File: config.mk
export PLATFORM = sky130hd
export DESIGN_NAME = bus_sequencer_flat
export DESIGN_NICKNAME = d
export VERILOG_FILES = /design/src/rtl/bus_sequencer_if.sv /design/src/rtl/bus_sequencer.sv /design/src/flat_wrapper.sv
export SDC_FILE = /design/constraint.sdc
export NUM_CORES = 1
export LEC_CHECK = 0
export ABC_AREA = 0
export CAP_MARGIN = 10
export CELL_PAD_IN_SITES_DETAIL_PLACEMENT = 1
export CELL_PAD_IN_SITES_GLOBAL_PLACEMENT = 2
export CORE_MARGIN = 2
export CORE_UTILIZATION = 29
export CTS_CLUSTER_SIZE = 30
export DETAILED_ROUTE_END_ITERATION = 12
export PLACE_DENSITY_LB_ADDON = 0.1
export SYNTH_ARGS = -nofsm -noshare
export SYNTH_HDL_FRONTEND = slang
export SYNTH_SLANG_ARGS = --single-unit
File: constraint.sdc
create_clock -name clk -period 2.42 [get_ports clk]
set_input_delay 0.726 -clock clk [delete_from_list [all_inputs] [get_ports clk]]
set_output_delay 0.726 -clock clk [all_outputs]
set_load 0.01 [all_outputs]
File: src/rtl/bus_sequencer_if.sv
// Request handshake and bus-control signals between a requester and bus_sequencer.
interface bus_sequencer_if #(
   parameter int unsigned SEL_W = 3
);
   localparam int unsigned N_REGS = 2 ** SEL_W;

   logic              req;
   logic [SEL_W-1:0]  src_a;
   logic [SEL_W-1:0]  src_b;
   logic              use_b;
   logic [SEL_W-1:0]  dst;
   logic              wr_en;
   logic              stall;
   logic              ready;
   logic [N_REGS-1:0] enable1;
   logic [N_REGS-1:0] enable2;
   logic [N_REGS-1:0] load;
   logic              done;
   logic [7:0]        xfer_count;

   modport master (
      output req, src_a, src_b, use_b, dst, wr_en, stall,
      input  ready, enable1, enable2, load, done, xfer_count
   );

   modport slave (
      input  req, src_a, src_b, use_b, dst, wr_en, stall,
      output ready, enable1, enable2, load, done, xfer_count
   );
endinterface

File: src/rtl/bus_sequencer.sv
// Sequences one register-to-register transfer over two tri-state buses:
// drive sources, strobe the destination load, then release both buses.
module bus_sequencer #(
   parameter int unsigned SEL_W = 3
) (
   input logic           clk,
   input logic           rst,
   bus_sequencer_if.slave bus
);
   localparam int unsigned N_REGS = 2 ** SEL_W;

   typedef enum logic [1:0] {IDLE, DRIVE, WRITE, RELEASE} state_t;

   state_t            state;
   logic [SEL_W-1:0]  dst_q;
   logic              wr_en_q;
   logic [N_REGS-1:0] enable1_q;
   logic [N_REGS-1:0] enable2_q;
   logic [N_REGS-1:0] load_q;
   logic              ready_q;
   logic              done_q;
   logic [7:0]        count_q;

   function automatic logic [N_REGS-1:0] onehot(input logic [SEL_W-1:0] sel);
      logic [N_REGS-1:0] v;
      v      = '0;
      v[sel] = 1'b1;
      return v;
   endfunction

   // Source selections are captured directly as one-hot enables at acceptance,
   // so the enable registers double as the latched src_a/src_b/use_b fields.
   always_ff @(posedge clk) begin
      if (rst) begin
         state     <= IDLE;
         dst_q     <= '0;
         wr_en_q   <= 1'b0;
         enable1_q <= '0;
         enable2_q <= '0;
         load_q    <= '0;
         ready_q   <= 1'b1;
         done_q    <= 1'b0;
         count_q   <= '0;
      end else begin
         case (state)
            IDLE: begin
               done_q <= 1'b0;
               if (bus.req) begin
                  dst_q     <= bus.dst;
                  wr_en_q   <= bus.wr_en;
                  enable1_q <= onehot(bus.src_a);
                  enable2_q <= bus.use_b ? onehot(bus.src_b) : '0;
                  ready_q   <= 1'b0;
                  state     <= DRIVE;
               end
            end
            DRIVE: begin
               if (!bus.stall) begin
                  load_q <= wr_en_q ? onehot(dst_q) : '0;
                  state  <= WRITE;
               end
            end
            WRITE: begin
               enable1_q <= '0;
               enable2_q <= '0;
               load_q    <= '0;
               done_q    <= 1'b1;
               count_q   <= count_q + 8'd1;
               state     <= RELEASE;
            end
            RELEASE: begin
               done_q  <= 1'b0;
               ready_q <= 1'b1;
               state   <= IDLE;
            end
            default: state <= IDLE;
         endcase
      end
   end

   assign bus.ready      = ready_q;
   assign bus.enable1    = enable1_q;
   assign bus.enable2    = enable2_q;
   assign bus.load       = load_q;
   assign bus.done       = done_q;
   assign bus.xfer_count = count_q;
endmodule

File: src/flat_wrapper.sv
// flat-port wrapper written by rule: the top's interface ports become plain ports
module bus_sequencer_flat 
#(
   parameter int unsigned SEL_W = 3
)
  (clk, rst, bus_req, bus_src_a, bus_src_b, bus_use_b, bus_dst, bus_wr_en, bus_stall, bus_ready, bus_enable1, bus_enable2, bus_load, bus_done, bus_xfer_count);
  bus_sequencer_if #(.SEL_W(SEL_W)) bus_i ();
  input logic clk;
  input logic rst;
  input wire logic [$bits(bus_i.req)-1:0] bus_req;
  input wire logic [$bits(bus_i.src_a)-1:0] bus_src_a;
  input wire logic [$bits(bus_i.src_b)-1:0] bus_src_b;
  input wire logic [$bits(bus_i.use_b)-1:0] bus_use_b;
  input wire logic [$bits(bus_i.dst)-1:0] bus_dst;
  input wire logic [$bits(bus_i.wr_en)-1:0] bus_wr_en;
  input wire logic [$bits(bus_i.stall)-1:0] bus_stall;
  output wire logic [$bits(bus_i.ready)-1:0] bus_ready;
  output wire logic [$bits(bus_i.enable1)-1:0] bus_enable1;
  output wire logic [$bits(bus_i.enable2)-1:0] bus_enable2;
  output wire logic [$bits(bus_i.load)-1:0] bus_load;
  output wire logic [$bits(bus_i.done)-1:0] bus_done;
  output wire logic [$bits(bus_i.xfer_count)-1:0] bus_xfer_count;
  assign bus_i.req = bus_req;
  assign bus_i.src_a = bus_src_a;
  assign bus_i.src_b = bus_src_b;
  assign bus_i.use_b = bus_use_b;
  assign bus_i.dst = bus_dst;
  assign bus_i.wr_en = bus_wr_en;
  assign bus_i.stall = bus_stall;
  assign bus_ready = bus_i.ready;
  assign bus_enable1 = bus_i.enable1;
  assign bus_enable2 = bus_i.enable2;
  assign bus_load = bus_i.load;
  assign bus_done = bus_i.done;
  assign bus_xfer_count = bus_i.xfer_count;
  bus_sequencer #(.SEL_W(SEL_W)) u_core (.clk(clk), .rst(rst), .bus(bus_i));
endmodule
==> Yosys cells after proc, flatten, opt, wreduce, memory -nomap -nowiden <==
Index checks and enable logic that the tools add are counted.
W data, S select, Z words.
{ "totals": {"register_bits": 40, "inputBits": 15, "wordCells": 55} }
{ "op_classes": {"n_addsub": 1, "order_cmp": 6, "eq_ne": 5, "muxes": 20, "n_reduce_logical": 14} }
{ "op_table": {"columns": ["cell", "n"], "rows": [
  ["$pmux W8 S2", 3],
  ["$mux W8", 5],
  ["$lt A3 B4 Y1 const B", 3],
  ["$reduce_and A2 Y1", 5],
  ["$demux W1 S3", 3],
  ["$ge A3 B1 Y1 const B", 3],
  ["$add A8 B1 Y8 const B", 1],
  ["$pmux W2 S4", 1],
  ["$reduce_bool A2 Y1", 4],
  ["$eq A2 B2 Y1 const B", 2],
  ["$mux W1", 4],
  ["$mux W2", 2],
  ["$ne A2 B2 Y1 const B", 2],
  ["$pmux W1 S2", 2],
  ["$logic_and A1 B1 Y1", 3],
  ["$eq A2 B1 Y1 const B", 1],
  ["$logic_not A2 Y1", 1],
  ["$reduce_or A2 Y1", 1]
]} }

==> Longest topological paths before layout <==
Gate-level depths: netlist of run 1.
{ "depth": {"ltp_word": 7, "mapped_depth": 7, "mapped_depth_nobuf": 5} }

==> Worst setup path before layout of run 1 <==
OpenSTA, ideal clock, no wires.
{ "synth_timing": {"path_kind": "input port to flip-flop", "from": "input bus_req", "to": "register u_core.enable1_q[0] (netlist: u_core.bus.enable1[0])", "setup_ns": 0.070, "t_arrival_ns": 1.501, "required_time_ns": 2.350, "path_slack_ns": 0.848, "stages": 5, "path_cell_list": "buf_2 -> mux2i_2 -> buf_4 -> nand2_1 -> a21oi_1"} }
{ "synth_via": {"elab_chain_cells": 2} }
{ "synth_lines": {"columns": ["element", "line", "source"], "rows": [
  ["from (decl)", "flat_wrapper.sv:10", "input wire logic [$bits(bus_i.req)-1:0] bus_req;"],
  ["$ne A2 B2 Y1 (no line)", null, null],
  ["$reduce_and A2 Y1 (no line)", null, null],
  ["to (signal assigned)", "bus_sequencer.sv:51", "enable1_q <= onehot(bus.src_a);"],
  ["to (decl)", "bus_sequencer.sv:17", "logic [N_REGS-1:0] enable1_q;"]
]} }
No other way between the ends.
A chain may end at the register's enable or synchronous reset.

==> Final worst setup path of run 1 <==
{ "layout_timing": {"from": "register u_core.count_q[2] (netlist: u_core.bus.xfer_count[2])", "to": "output bus_xfer_count[2]"} }
{ "layout_rtl": {"columns": ["element", "line", "source"], "rows": [
  ["from (decl)", "bus_sequencer.sv:22", "logic [7:0] count_q;"],
  ["from (signal assigned)", "bus_sequencer.sv:68", "count_q <= count_q + 8'd1;"],
  ["to (decl)", "flat_wrapper.sv:22", "output wire logic [$bits(bus_i.xfer_count)-1:0] bus_xfer_count;"]
]} }
No word-level cell between the ends.

==> results.yml, run 1 <==
cells_and_area:
  finalCoreUtilization: 0.419
  fraction_of_final_layout_cells_with_drive_strength_greater_than_1: 0.0723
  areaGrowthSynthToFinish_pct: 37.8
  final_cell_count_no_fill: 307
  diodes: 0
  design.final.nets: 256
global_routing:
  grt_pass1_vias: 1620
  global_route.usage.total: 0.150
  antenna_found_initial: 0
  met1_usage: 0.180
  met2_usage_in_global_routing: 0.254
  groute.layer.met3.usage: 0.0416
  busiest_layer: "met2"
  maximum_number_of_pins_on_one_net_before_global_route_repair: 17
  global_route.overflow_total: 0
  first_pass_grt_wire_length_mm: 7.63
floorplan:
  placeableCoreArea_um2: 5570
  die_height_um: 80.4
  die_w_um: 80.4
  row_count: 27
  initial_core_util: 0.304
  area_enclosed_by_the_die_boundary_um2: 6460
  io_count: 49
routing:
  routed-via-count: 1523
  drt-total-wl_mm: 4.46
  remaining_drc_errors: 0
  detailedRoute.firstIterationViolations: 39
  route.detailed.vias_per_inst: 4.96
  route.antenna.remaining_nets: 0
  wl_per_cell_um: 14.5
  drt-pass1-iter-count: 4
power_and_ir_drop:
  power.leakage_uw: 0.000834
  peakVddDrop_v: 0.000263
  p_per_area_nw_per_um2: 803
setup_path:
  setup.reg_to_reg.worst_slack_ps: 480
  worst_path_dominant_cell_family: "buffers and inverters"
  startpoint: "u_core.bus.xfer_count[2]$_SDFFE_PP0P_"
  worst_r2r_path_depth: 5
  cp-end-kind: "output pin"
  worst_setup_path_start_kind: "register"
  crit_arrival_ps: 1370
  critical_path.cell_chain: "clkdlybuf4s50_1"
  crit-reg2reg-capture: "u_core.bus.load[0]$_SDFFE_PP0P_"
  timing.critical_path.buf_inv: 1
  cpPeakStageDelay_ps: 600
  cp.required_ps: 1690
  worstSetupPathType: "register to output pin"
  critPathMaxFanout: 6
  crit_path_top_delay_cell: "clkdlybuf4s50_1"
  r2r_path_start: "u_core.state[0]$_SDFFE_PP0P_"
clock_network:
  clk_latency_ps: 290
  cts_buffers: 5
  cts.hold.buffers_added: 0
  worst_setup_hold_path_clk_slew_ps: 80
  post_cts.resized_instances: 0
  clock-root-buffer: "clkbuf_8"
  ctsHtreeMaxLevel: 2
  post-cts-setup-buffer-count: 0
  cts_tree: "done"
  cts_sinks: 40
  max-clock-path-buffers: 2
run_status:
  outcome: "completed"
yosys:
  yosys_most_used_dff: "dfxtp_1"
  netlist.area_leader.share: 0.473
  syn_nets: 207
  synthTopCellsByArea: "dfxtp_1 47%, a21oi_1 6.5%, ha_1 5.2%"
  netlist.top_cell.by_area: "dfxtp_1"
  synth_edf_count: 0
  syn_area_um2: 1690
  synth_area_per_cell_um2: 9.15
  synth_warnings: 0
  synth-seq-cells: 40
  yosys.cell_count.top_type: "dfxtp_1"
  synthesis.instances: 185
  ys_async_rst_share: 0
  synth-seq-area-share: 0.473
  netlist_top_cells_count: "40 x dfxtp_1, 22 x a21oi_1, 22 x nand2_1"
  synth.lib_cells_used.distinct: 40
hold_path:
  min_delay_worst_endpoint: "u_core.bus.enable1[7]$_SDFFE_PP0P_"
  hold-path-cell-count: 2
  holdCritPathClass: "register to register"
  min-delay-start: "u_core.bus.enable1[7]$_SDFFE_PP0P_"
timing:
  worstMarginPinSlew_ps: 615
  tns_ps: 0
  slew_violations: 0
  hold_viol: 0
  highest_attainable_clock_frequency_mhz: 478
  fin_skew_ps: 5.12
  finalSetupViolations: 0
  crit_path_time_final_ps: 2090
  grt_setup_unrepaired: "false"
  period_share: 0.865
  timing.slew.headroom: 0.590
placement:
  place.detailed.hpwl_mm: 3.37
  place.port_buffers: 48
  place.detailed.instances: 299
  place.gp.congestion: 0.756
job:
  maxCapViolations: 0
-- flip-flops by register name, summed over array words and instances (netlist names) --
register	count
u_core.bus.enable1	8
u_core.bus.enable2	8
u_core.bus.load	8
u_core.bus.xfer_count	8
u_core.dst_q	3
u_core.state	2
u_core.bus.done	1
u_core.bus.ready	1
u_core.wr_en_q	1
-- placed cells by master (no fill, tap or decap), types with 2 or more instances in the layout --
cell and n:
clkdlybuf4s50_1 48, dfxtp_1 40, nand2_1 22, a21oi_1 22, nor2_1 15, nand3_1 11
a22o_1 8, ha_1 7, nand4_1 6, clkbuf_8 6, nor2b_1 4, nor3b_1 4
buf_4 4, nand4b_1 3, a22oi_1 3, xor2_1 3, inv_1 2, nor3_1 2
o21ai_0 2, or3_1 2, mux2i_1 2, clkinv_2 2
-- cell type report --
cell class / count / area, um2
clock inverters: 2 / 10.0
fillers: 664 / 3240
flip-flops and latches: 40 / 801
inverters: 2 / 7.51
well taps: 72 / 90.1
repair buffers: 52 / 510
clock buffers: 6 / 82.6
multi-input cells: 133 / 832
-- worst max-delay path by stage --
stage	endpoint	cells after the start	slack, ps
2_1_floorplan	u_core.bus.enable1[0]$_SDFFE_PP0P_	5	850
3_3_place_gp	u_core.bus.enable2[6]$_SDFFE_PP0P_	4	300
3_5_place_dp	u_core.bus.enable2[3]$_SDFFE_PP0P_	4	220
4_1_cts	bus_xfer_count[2]	1	320
5_1_grt	u_core.bus.load[0]$_SDFFE_PP0P_	5	250
6_report	bus_xfer_count[2]	1	330
-- power by group --
group | leakage, uW | internal, uW | switching (uW)
logic | 0.000459 | 268 | 361
clock network | 0.0000510 | 228 | 227
registers | 0.000324 | 727 | 63.6
total | 0.000834 | 1220 | 651
-- logic make-up (layout without fill, tap and decap cells) --
group                      count (synthesis)  in the layout  share of synthesized area
adders and majority gates                  7              7                     0.0517
DFF                                       40             40                      0.473
buffers and inverters                     12             62                     0.0355
xor gates and xnor gates                   4              4                     0.0207
AOI/OAI and AO/OA                         41             41                      0.154
muxes                                      4              4                     0.0266
and+or+nand+nor                           77             77                      0.238
-- metal layers --
metal	up-vias	wire [um]	share of wire
li1	752	-	-
met1	732	1950	0.44
met2	33	2250	0.50
met3	6	210	0.047
met4	0	55	0.012
met5	-	0	0
-- through the flow --
stage | area, um2 | power, uW | hold slack (ps) | setup WS (ps)
floorplan | 1690 | 1230 | 431 | 848
global placement | 2240 | 1410 | 443 | 304
detailed placement | 2240 | 1440 | 454 | 224
CTS | 2330 | 1900 | 466 | 321
global route | 2330 | 2020 | 489 | 252
finish | 2330 | 1870 | 460 | 326
Power figures use the tool's default switching activity.
==> inputs of run 2 (changes only) <==
--- a/config.mk
+++ b/config.mk
@@ -9,7 +9,7 @@
 export CAP_MARGIN = 10
 export CELL_PAD_IN_SITES_DETAIL_PLACEMENT = 1
 export CELL_PAD_IN_SITES_GLOBAL_PLACEMENT = 2
-export CORE_MARGIN = 2
+export CORE_MARGIN = 3
 export CORE_UTILIZATION = 29
 export CTS_CLUSTER_SIZE = 30
 export DETAILED_ROUTE_END_ITERATION = 12
==> results.yml, run 2 (same netlist as run 1, synthesis figures left out) <==
timing:
  fin_skew_ps: 5.29
  highest_attainable_clock_frequency_mhz: 483
  timing.slew.headroom: 0.590
  tns_ps: 0
  grt_setup_unrepaired: "false"
  timing.final.ws_setup_ps: 349
  finalSetupViolations: 0
  crit_path_time_final_ps: 2070
  hold_viol: 0
  slew_violations: 0
  worstMarginPinSlew_ps: 615
  period_share: 0.856
setup_path:
  cpPeakStageDelay_ps: 590
  crit_path_top_delay_cell: "clkdlybuf4s50_1"
  setup.reg_to_reg.worst_slack_ps: 470
  worstSetupPathType: "register to output pin"
  critical_path.cell_chain: "clkdlybuf4s50_1"
  crit_arrival_ps: 1340
  crit-reg2reg-capture: "u_core.bus.xfer_count[7]$_SDFFE_PP0P_"
  timing.critical_path.buf_inv: 1
  worst_path_dominant_cell_family: "buffers and inverters"
  r2r_path_start: "u_core.state[0]$_SDFFE_PP0P_"
  critPathMaxFanout: 6
  worst_r2r_path_depth: 5
  worst_setup_path_start_kind: "register"
  cp.required_ps: 1690
  cp-end-kind: "output pin"
clock_network:
  post-cts-setup-buffer-count: 0
  clock-root-buffer: "clkbuf_8"
  cts_sinks: 40
  max-clock-path-buffers: 2
  worst_setup_hold_path_clk_slew_ps: 80
  cts.hold.buffers_added: 0
  post_cts.resized_instances: 0
  clk_latency_ps: 290
  ctsHtreeMaxLevel: 2
  cts_buffers: 5
  cts_tree: "done"
power_and_ir_drop:
  peakVddDrop_v: 0.000335
  pwr-share-comb: 0.343
  intPower_uw: 1190
  sw_frac_of_total: 0.353
  p_per_area_nw_per_um2: 795
  power.leakage_uw: 0.000824
  pwr-share-clk: 0.229
  sequentialPowerShare: 0.428
  power.net_switching_uw: 651
hold_path:
  min-delay-start: "u_core.bus.enable2[6]$_SDFFE_PP0P_"
  holdCritPathClass: "register to register"
  hold-path-cell-count: 2
  min_delay_worst_endpoint: "u_core.bus.enable2[6]$_SDFFE_PP0P_"
cells_and_area:
  areaGrowthSynthToFinish_pct: 37.0
  final_common_cell: "clkdlybuf4s50_1"
  diodes: 0
  fill_cells: 657
  final_cell_mix: "48 x clkdlybuf4s50_1, 40 x dfxtp_1, 22 x nand2_1, 22 x a21oi_1, 15 x nor2_1"
  fraction_of_final_layout_cells_with_drive_strength_greater_than_1: 0.0641
  design.final.nets: 256
floorplan:
  die_height_um: 82.4
  placeableCoreArea_um2: 5570
  io_count: 49
  die_w_um: 82.4
  initial_core_util: 0.304
  area_enclosed_by_the_die_boundary_um2: 6790
  row_count: 27
placement:
  place.detailed.hpwl_mm: 3.41
  place_worst_setup_slack_ps: 191
  place.gp.congestion: 0.782
  place.port_buffers: 48
routing:
  drt-total-wl_mm: 4.49
  drt-pass1-iter-count: 3
  detailedRoute.firstIterationViolations: 75
  routed-via-count: 1512
  wl_per_cell_um: 14.7
  remaining_drc_errors: 0
  route.antenna.remaining_nets: 0
  route.detailed.vias_per_inst: 4.94
run_status:
  outcome: "completed"
global_routing:
  antenna_found_initial: 0
  global_route.overflow_total: 0
  global_route.usage.total: 0.143
  maximum_number_of_pins_on_one_net_before_global_route_repair: 17
  grt_pass1_vias: 1532
  first_pass_grt_wire_length_mm: 7.36
job:
  maxCapViolations: 0
-- run 2: worst max-delay path by stage --
| stage | from | to | slack, ps | cells after the start |
|---|---|---|---|---|
| 3_3_place_gp | bus_req | u_core.bus.enable2[3]$_SDFFE_PP0P_ | 290 | 4 |
| 4_1_cts | u_core.bus.xfer_count[2]$_SDFFE_PP0P_ | bus_xfer_count[2] | 330 | 1 |
| 6_report | u_core.bus.xfer_count[2]$_SDFFE_PP0P_ | bus_xfer_count[2] | 350 | 1 |
| 5_1_grt | u_core.bus.xfer_count[2]$_SDFFE_PP0P_ | bus_xfer_count[2] | 270 | 1 |
| 3_5_place_dp | bus_req | u_core.bus.enable2[5]$_SDFFE_PP0P_ | 190 | 4 |
| 2_1_floorplan | bus_req | u_core.bus.enable1[0]$_SDFFE_PP0P_ | 850 | 5 |
-- run 2: layout make-up --
cell class	instances	area, um2	area share
tap	72	90.1	0.0389
clock buffer	6	72.6	0.0313
clock inverter	1	5.00	0.00216
multi-input combinational	133	832	0.359
sequential	40	801	0.345
timing repair buffer	52	510	0.220
inverter	2	7.51	0.00324
-- run 2: worst register-to-register path, delay by kind of cell (launching register included) --
family,cells,cell delay [ps]
flops,1,360
fa+ha+maj,1,560
compound gates,1,150
simple gates,2,690
buf+inv,1,130
-- run 2: per-stage QoR --
step	hold WS, ps	util	instance area (um2)	cells	total power [uW]
after floorplan	431	-	1690	185	1230
after global placement	444	0.402	2240	299	1410
after detailed placement	452	0.402	2240	299	1440
final	458	0.416	2320	306	1840
after CTS	464	0.416	2320	306	1870
after global routing	480	0.416	2320	306	1980
-- run 2: power groups by stage --
stage / clock network [uW] / logic [uW] / registers [uW]
4_1_cts: 443 / 642 / 790
5_1_grt: 473 / 708 / 802
3_5_place_dp: 0 / 637 / 804
3_3_place_gp: 0 / 614 / 801
6_report: 422 / 632 / 788
2_1_floorplan: 0 / 421 / 808
-- run 2: layer usage --
| layer | GRT usage | share of wire |
|---|---|---|
| met1 | 0.175 | 0.47 |
| met4 | 0.0482 | 0.013 |
| met5 | 0 | 0 |
| met3 | 0.0434 | 0.043 |
| met2 | 0.236 | 0.47 |
